<file path="src/rtl/end_screen_reveal_ctrl.sv">
// Game-over screen sequencer: typewriter reveal of three words and the score,
// then a blinking prompt until start is pressed, followed by a one-cycle restart pulse.
module end_screen_reveal_ctrl #(
  parameter int unsigned WORD1_SIZE        = 9,
  parameter int unsigned WORD2_SIZE        = 10,
  parameter int unsigned WORD3_SIZE        = 16,
  parameter int unsigned LETTER_FRAMES     = 4,
  parameter int unsigned SCORE_HOLD_FRAMES = 20,
  parameter int unsigned BLINK_FRAMES      = 30
) (
  input  logic       clk_i,
  input  logic       reset_i,
  input  logic       game_over_i,
  input  logic       frame_tick_i,
  input  logic       key_start_i,
  output logic [4:0] word1_count_o,
  output logic [4:0] word2_count_o,
  output logic [4:0] word3_count_o,
  output logic       score_visible_o,
  output logic       prompt_visible_o,
  output logic       restart_o,
  output logic       busy_o
);

  localparam int unsigned CNT_W  = 5;
  localparam int unsigned FMAX_A = (LETTER_FRAMES > SCORE_HOLD_FRAMES) ? LETTER_FRAMES
                                                                       : SCORE_HOLD_FRAMES;
  localparam int unsigned FMAX   = (FMAX_A > BLINK_FRAMES) ? FMAX_A : BLINK_FRAMES;
  localparam int unsigned FCNT_W = (FMAX < 2) ? 1 : $clog2(FMAX + 1);

  localparam logic [CNT_W-1:0]  W1_FULL    = CNT_W'(WORD1_SIZE);
  localparam logic [CNT_W-1:0]  W2_FULL    = CNT_W'(WORD2_SIZE);
  localparam logic [CNT_W-1:0]  W3_FULL    = CNT_W'(WORD3_SIZE);
  localparam logic [FCNT_W-1:0] LETTER_END = FCNT_W'(LETTER_FRAMES - 1);
  localparam logic [FCNT_W-1:0] SCORE_END  = FCNT_W'(SCORE_HOLD_FRAMES - 1);
  localparam logic [FCNT_W-1:0] BLINK_END  = FCNT_W'(BLINK_FRAMES - 1);

  typedef enum logic [2:0] {
    IDLE     = 3'd0,
    REVEAL1  = 3'd1,
    REVEAL2  = 3'd2,
    SCORE    = 3'd3,
    REVEAL3  = 3'd4,
    WAIT_KEY = 3'd5
  } state_e;

  state_e            state_q, state_d;
  logic [FCNT_W-1:0] fcnt_q, fcnt_d;
  logic [CNT_W-1:0]  w1_q, w1_d;
  logic [CNT_W-1:0]  w2_q, w2_d;
  logic [CNT_W-1:0]  w3_q, w3_d;
  logic              score_vis_q, score_vis_d;
  logic              prompt_vis_q, prompt_vis_d;
  logic              restart_q, restart_d;
  logic              busy_q, busy_d;
  logic              armed_q, armed_d;
  logic              letter_done;

  assign letter_done = frame_tick_i && (fcnt_q == LETTER_END);

  // Next-state and next-output logic; priority is abort > key_start > frame_tick.
  always_comb begin
    state_d      = state_q;
    fcnt_d       = fcnt_q;
    w1_d         = w1_q;
    w2_d         = w2_q;
    w3_d         = w3_q;
    score_vis_d  = score_vis_q;
    prompt_vis_d = prompt_vis_q;
    restart_d    = 1'b0;
    busy_d       = busy_q;
    armed_d      = armed_q;

    if (state_q == IDLE) begin
      if (!game_over_i) begin
        armed_d = 1'b1;
      end else if (armed_q) begin
        state_d = REVEAL1;
        fcnt_d  = '0;
        busy_d  = 1'b1;
      end
    end else if (!game_over_i) begin
      state_d      = IDLE;
      fcnt_d       = '0;
      w1_d         = '0;
      w2_d         = '0;
      w3_d         = '0;
      score_vis_d  = 1'b0;
      prompt_vis_d = 1'b0;
      busy_d       = 1'b0;
      armed_d      = 1'b1;
    end else if (key_start_i) begin
      fcnt_d = '0;
      if (state_q == WAIT_KEY) begin
        state_d      = IDLE;
        w1_d         = '0;
        w2_d         = '0;
        w3_d         = '0;
        score_vis_d  = 1'b0;
        prompt_vis_d = 1'b0;
        restart_d    = 1'b1;
        busy_d       = 1'b0;
        armed_d      = 1'b0;
      end else begin
        state_d      = WAIT_KEY;
        w1_d         = W1_FULL;
        w2_d         = W2_FULL;
        w3_d         = W3_FULL;
        score_vis_d  = 1'b1;
        prompt_vis_d = 1'b1;
      end
    end else if (frame_tick_i) begin
      fcnt_d = fcnt_q + FCNT_W'(1);
      case (state_q)
        REVEAL1: begin
          if (letter_done) begin
            fcnt_d = '0;
            w1_d   = w1_q + CNT_W'(1);
            if (w1_d == W1_FULL) state_d = REVEAL2;
          end
        end
        REVEAL2: begin
          if (letter_done) begin
            fcnt_d = '0;
            w2_d   = w2_q + CNT_W'(1);
            if (w2_d == W2_FULL) begin
              state_d     = SCORE;
              score_vis_d = 1'b1;
            end
          end
        end
        SCORE: begin
          if (fcnt_q == SCORE_END) begin
            fcnt_d       = '0;
            state_d      = REVEAL3;
            prompt_vis_d = 1'b1;
          end
        end
        REVEAL3: begin
          if (letter_done) begin
            fcnt_d = '0;
            w3_d   = w3_q + CNT_W'(1);
            if (w3_d == W3_FULL) state_d = WAIT_KEY;
          end
        end
        WAIT_KEY: begin
          if (fcnt_q == BLINK_END) begin
            fcnt_d       = '0;
            prompt_vis_d = ~prompt_vis_q;
          end
        end
        default: begin
          fcnt_d = '0;
        end
      endcase
    end
  end

  always_ff @(posedge clk_i or posedge reset_i) begin
    if (reset_i) begin
      state_q      <= IDLE;
      fcnt_q       <= '0;
      w1_q         <= '0;
      w2_q         <= '0;
      w3_q         <= '0;
      score_vis_q  <= 1'b0;
      prompt_vis_q <= 1'b0;
      restart_q    <= 1'b0;
      busy_q       <= 1'b0;
      armed_q      <= 1'b1;
    end else begin
      state_q      <= state_d;
      fcnt_q       <= fcnt_d;
      w1_q         <= w1_d;
      w2_q         <= w2_d;
      w3_q         <= w3_d;
      score_vis_q  <= score_vis_d;
      prompt_vis_q <= prompt_vis_d;
      restart_q    <= restart_d;
      busy_q       <= busy_d;
      armed_q      <= armed_d;
    end
  end

  assign word1_count_o    = w1_q;
  assign word2_count_o    = w2_q;
  assign word3_count_o    = w3_q;
  assign score_visible_o  = score_vis_q;
  assign prompt_visible_o = prompt_vis_q;
  assign restart_o        = restart_q;
  assign busy_o           = busy_q;

endmodule

</file>
<file path="config.mk">
export PLATFORM = sky130hd
export DESIGN_NAME = end_screen_reveal_ctrl
export DESIGN_NICKNAME = d
export VERILOG_FILES = /design/src/rtl/end_screen_reveal_ctrl.sv
export SDC_FILE = /design/constraint.sdc
export NUM_CORES = 1
export LEC_CHECK = 0
export CAP_MARGIN = 20
export CORE_MARGIN = 2
export CORE_UTILIZATION = 45
export CTS_CLUSTER_SIZE = 16
export DETAILED_ROUTE_END_ITERATION = 6
export HOLD_SLACK_MARGIN = 0.12
export PLACE_DENSITY_LB_ADDON = 0.12
export SETUP_SLACK_MARGIN = 0.2
export SYNTH_ARGS = -nofsm -noshare
export SYNTH_HDL_FRONTEND = slang
export SYNTH_SLANG_ARGS = --single-unit
</file>
<file path="constraint.sdc">
create_clock -name clk_i -period 2.8 [get_ports clk_i]
set_clock_uncertainty 0.15 [all_clocks]
set_input_delay 0.56 -clock clk_i [delete_from_list [all_inputs] [get_ports clk_i]]
set_output_delay 0.56 -clock clk_i [all_outputs]
set_load 0.01 [all_outputs]
</file>
# --- Yosys cells after proc, flatten, opt, wreduce, memory -nomap -nowiden ---
# Index checks and enable logic that the tools add are counted.
totals:
  mem_bits_rw: 0
  memories: 0
  latchBits: 0
  ff_bits: 28
  elab_cells: 133
  rom_bits: 0
  input_bits: 5
classes:
  n_mux: 69
  n_reduce_logical: 12
  n_bitwise: 2
  mul: 0
  eq_ne: 36
  addsub: 4
  n_lt_le_gt_ge: 0
  n_div: 0
  shifts: 0
ops:
  columns: ["cell", "n"]
  rows:
  - ["two-way mux 5 bit", 25]
  - ["two-way mux 3 bit", 14]
  - ["inequality test 5 bit (second input constant)", 7]
  - ["two-way mux 1 bit", 25]
  - ["inequality test 3 x 1 -> 1 bit (second input constant)", 8]
  - ["adder 5 x 1 -> 5 bit (second input constant)", 4]
  - ["AND reduction 4 bit", 4]
  - ["equality test 5 bit (second input constant)", 3]
  - ["one-hot mux 5 bit (3 select lines)", 1]
  - ["one-hot mux 3 bit (4 select lines)", 1]
  - ["AND reduction 11 bit", 1]
  - ["equality test 5 x 4 -> 1 bit (second input constant)", 2]
  - ["AND reduction 5 bit", 2]
  - ["two-way mux 4 bit", 2]
  - ["inequality test 4 x 1 -> 1 bit (second input constant)", 2]
  - ["inequality test 7 x 1 -> 1 bit (second input constant)", 1]
  - ["equality test 3 x 2 -> 1 bit (second input constant)", 2]
  - ["equality test 3 bit (second input constant)", 2]
  - ["inequality test 2 bit (second input constant)", 3]
  - ["AND reduction 3 bit", 2]
  - ["equality test 5 x 2 -> 1 bit (second input constant)", 1]
  - ["inequality test 2 x 1 -> 1 bit (second input constant)", 2]
  - ["inequality test 4 x 3 -> 1 bit (second input constant)", 1]
  - ["inequality test 4 bit (second input constant)", 1]
  - ["6 further kinds", 7]

# --- Depth between registers and ports, before layout ---
logic_depth:
  depth_word: 9
  mapped_depth: 8
  mapped_depth_nobuf: 8

# --- Worst setup path after synthesis ---
# No wires, ideal clock.
synth_timing:
  path_kind: "register -> register"
  startpoint: "register state_q[0]"
  endpoint: "register state_q[2]"
  t_arrival_ps: 1912
  path_slack_ps: 614
  n_path_buf: 2
  stages_incl_launch_ff: 8
  required_time_ps: 2526
  cell_sequence: "dfrtp_1 buf_6 or3_1 buf_6 mux2_4 a41oi_4 nand4_4 a211o_1"
synth_between:
  elab_chain_cells: 6
synth_rtl:
  columns: ["item", "line_no", "rtl"]
  rows:
  - ["from (decl)", "47", "state_e state_q, state_d;"]
  - ["from (signal assigned)", "172", "state_q <= state_d;"]
  - ["equality test 3 bit (tied with other cells)", "114", "case (state_q)"]
  - ["one-hot mux 3 bit (4 select lines)", "114", null]
  - ["two-way mux 3 bit", "112", "end else if (frame_tick_i) begin"]
  - ["two-way mux 3 bit", "92", "end else if (key_start_i) begin"]
  - ["two-way mux 3 bit", "82", "end else if (!game_over_i) begin"]
  - ["two-way mux 3 bit", "74", "if (state_q == IDLE) begin"]
# Several ways; a longest one is shown, not always the timed one. The select of a mux whose other input is x is not followed.
# A chain may end at the register's enable or synchronous reset.

# --- Worst setup path after layout ---
layout_timing:
  startpoint: "register fcnt_q[0]"
  endpoint: "register w1_q[4], in the netlist word1_count_o[4]"
layout_between:
  elab_chain_cells: 4
layout_rtl:
  columns: ["item", "line_no", "rtl"]
  rows:
  - ["from (decl)", "48", "logic [FCNT_W-1:0] fcnt_q, fcnt_d;"]
  - ["from (signal assigned)", "173", "fcnt_q <= fcnt_d;"]
  - ["equality test 5 x 2 -> 1 bit", "59", "assign letter_done = frame_tick_i && (fcnt_q == LETTER_END);"]
  - ["logical AND 1 bit", "59", null]
  - ["inequality test 3 x 1 -> 1 bit (no line)", null, null]
  - ["AND reduction 4 bit (no line)", null, null]
  - ["to (signal assigned)", "174", "w1_q <= w1_d;"]
  - ["to (decl)", "49", "logic [CNT_W-1:0] w1_q, w1_d;"]
# Every way passes these cells.

==> impl_metrics.csv <==
group,metric,value,unit
pwr,cell_internal_pwr,1.14,mW
layout,seq_cell_area,702,µm²
clock_network,cts.sink_count,28,
clock_network,clk_latency,0.28,ns
timing,setup_ws,0.465,ns
synth,synth.area.mux_share,0.0241,
drt,vias,1823,
clock_network,worst_setup_hold_path_clk_slew,0.10,ns
layout,final_layout_size_suffix_gt1_frac,0.100,
critical_path,crit_path_end_kind,"register",
synth,synth_top_family_by_area,"simple AND/OR/NAND/NOR gates",
critical_path,cell_by_cell_trace_of_the_critical_path,"ha_1 -> nor3b_1 -> nand2_1 -> o31ai_1 -> nand2_1 -> o41ai_1",
timing,tightestPinTransition,0.483,ns
global_route,initial_antenna_violation_count,0,
die,dieWidth,70.2,µm
placement,place_hpwl,3390,µm
global_route,grt_pass1_vias,1638,
synth,synth-xor-area-share,0.00444,
timing,total_count_of_max_transition_violations_in_the_final_report,0,
die,core.rowCount,24,
drt,total_routed_wire_length_on_the_met1_layer,2380,µm
synth,synth_compound_area_frac,0.258,
timing,finalSetupTns,0,ns
synth,synth.ff_latch_count,28,
layout,mostFrequentLayoutCells,"dfrtp_1 (27), nor2_1 (24), nand2_1 (23), clkdlybuf4s50_1 (23), o21ai_0 (18)",
clock_network,cts-root-buf,"clkbuf_8",
critical_path,setup.worst_path.class,"reg2reg",
synth,synth-warning-count,0,
global_route,overflow_after_grt,0,
timing,min_period_over_period,0.834,
synth,synth_enable_flop_cells,0,
critical_path,critical-path-top-cell-by-count,"nand2_1",
synth,synthesis.nets,245,
layout,n_antenna_cell,0,
drt,routed_met2_length,2060,µm
pwr,powerDensity,857,nW/µm²
pwr,power.share.clock,0.129,
synth,yosys_most_used_dff,"dfrtp_1",
pwr,power.share.sequential,0.336,
layout,design.final.nets,272,
drt,ant_nets,0,
synth,synth_simple_gate_area_frac,0.265,
die,chipHeight,70.2,µm
layout,area_growth,19.1,%
clock_network,clk_path_buf_depth,2,
clock_network,tritoncts,"done",
layout,multi_input_area,1170,µm²
synth,synthAdderAreaFrac,0.0444,
critical_path,worst-r2r-setup-slack,0.47,ns
timing,grt_setup_unrepaired,"no",
timing,report.final.hold_viol_count,0,
layout,layout.cells.most_common,"dfrtp_1",
clock_network,cts-resized-gates,0,
timing,relSlewSlack,0.669,
layout,fillCellCount,426,
synth,ys_types,56,
drt,vias_per_cell,5.86,
drt,drt-total-wl,4720,µm
die,boundaryPins,24,
min_path,worstHoldPathType,"reg2reg",
status,status,"complete, no violations",
clock_network,cts-htree-levels,1,
pwr,leakage,0.981,nW
critical_path,cpMaxStageDelayCell,"nor3b_1",
timing,final_setup_fails,0,
die,fp.coreArea,4290,µm²
pwr,power_frac_comb,0.535,
die,die_area,4920,µm²
placement,postPlaceCellArea,2290,µm²
synth,synth_seq_area_share,0.356,
synth,ys_async_sr_fraction,1.00,
die,initial_utilization,0.459,
clock_network,cts_hold_repair.buffers,0,
drt,detail_route.iter0.violations,98,
global_route,groute.usage.overall,0.209,
pwr,power_switching_share,0.433,
critical_path,critPathArrivalTime,2.36,ns
critical_path,timing.critical_path.from_type,"register",
critical_path,worst_path_largest_cell_delay,0.43,ns
placement,io_buffer_count,23,
pwr,switchingPower,0.871,mW
drt,met3_wirelength,190,µm
pwr,vdd_drop_max,460,µV
global_route,grt_max_degree,29,
synth,syn_area_per_cell,8.46,µm²
placement,finalWeightedCongestion,0.865,
drt,drt_pass1_iterations,4,
drt,drcViolationCount,0,
clock_network,number_of_buffers_inserted_to_repair_setup_after_cts,0,
timing,finalCriticalPeriod,2.33,ns
timing,max_freq,0.428,GHz
layout,finish.instance_area,2350,µm²
synth,synth.cell_area,1970,µm²
drt,route.top_layer_used,"met4",
critical_path,worst-endpoint-required,2.82,ns
global_route,grt_first_pass_wirelength,8190,µm
critical_path,largest_fanout_of_any_net_on_the_critical_path,5,
synth,netlist_instances,233,
clock_network,numCtsBuffers,3,
job,drv_cap,0,
drt,drt-wirelength-per-cell,15.2,µm
placement,dpl_worst_slack,0.157,ns
-- kinds of logic (layout without fill, tap and decap cells) --
kind of cell	Yosys count	count (layout)
AOI/OAI and AO/OA	74	74
xor gates and xnor gates	1	1
adders and majority gates	7	7
buffers and inverters	21	47
DFF	28	28
muxes	4	4
and+or+nand+nor	98	98
-- final cells by class --
class                      count  share of cell area
sequential                    28               0.299
multi-input combinational    184               0.501
timing repair buffer          35               0.136
clock buffer                   4              0.0235
inverter                       8              0.0128
tap                           52              0.0277
-- state kept, by name, indices dropped and copies added, names as in the netlist --
signal,flops
word2_count_o,5
busy_o,1
prompt_visible_o,1
word1_count_o,5
restart_o,1
score_visible_o,1
word3_count_o,5
armed_q,1
fcnt_q,5
state_q,3
-- metrics by stage --
step	power, mW	utilization	std cells	hold WS, ns
detailed placement	1.75	0.534	307	0.342
global route	2.19	0.547	311	0.380
floorplan	1.39	-	233	0.335
global placement	1.75	0.534	307	0.341
finish	2.01	0.547	311	0.369
CTS	2.03	0.547	311	0.365
-- worst max-delay path: cells and delay by family (launching register included) --
kind	cells	cell delay, ns
fa+ha+maj	1	0.24
simple gates	3	0.79
compound gates	2	0.62
flops	1	0.42
-- metal layers --
layer  up-vias  GRT usage
met4         0     0.0812
met1       856      0.317
met3         9     0.0188
li1        911          -
met2        47      0.307
met5         -          0
-- path summary, 6_finish.rpt --
check / start / endpoint / cells after the start
min: score_visible_o$_DFFE_PP0P_ / score_visible_o$_DFFE_PP0P_ / 1
min reg2reg: score_visible_o$_DFFE_PP0P_ / score_visible_o$_DFFE_PP0P_ / 1
max: fcnt_q[0]$_DFFE_PP0P_ / word1_count_o[4]$_DFFE_PP0P_ / 6
max reg2reg: fcnt_q[0]$_DFFE_PP0P_ / word1_count_o[4]$_DFFE_PP0P_ / 6
max in group asynchronous: reset_i / armed_q$_DFFE_PP1P_ / 3
min in group asynchronous: reset_i / word2_count_o[4]$_DFFE_PP0P_ / 3
-- power by group through the flow --
stage	Combinational [mW]	Clock [mW]	Sequential, mW
global route	1.19	0.290	0.706
CTS	1.08	0.274	0.673
detailed placement	1.07	0	0.680
finish	1.08	0.260	0.676
global placement	1.07	0	0.680
floorplan	0.733	0	0.652
-- cells in the mapped netlist (2+ instances only) --
cell	number	share of area
nand3_1	13	0.033
a211oi_1	3	0.011
a21oi_1	13	0.033
ha_1	7	0.044
a211o_1	6	0.027
nand2_1	23	0.044
o31ai_1	2	0.0076
or2_1	2	0.0063
and2_1	2	0.0063
nor2b_1	5	0.016
dfrtp_1	27	0.34
clkbuf_1	10	0.019
nor2_1	24	0.046
buf_6	2	0.011
a31oi_1	5	0.016
o21a_1	4	0.015
inv_1	7	0.013
o21ai_1	7	0.018
or3_1	2	0.0063
o211ai_1	2	0.0076
nand2b_1	3	0.0095
o21ai_0	18	0.046
and4_1	3	0.013
nor3_1	5	0.013
nor3b_1	7	0.027
Note: power is estimated with default switching activity, not from simulation.
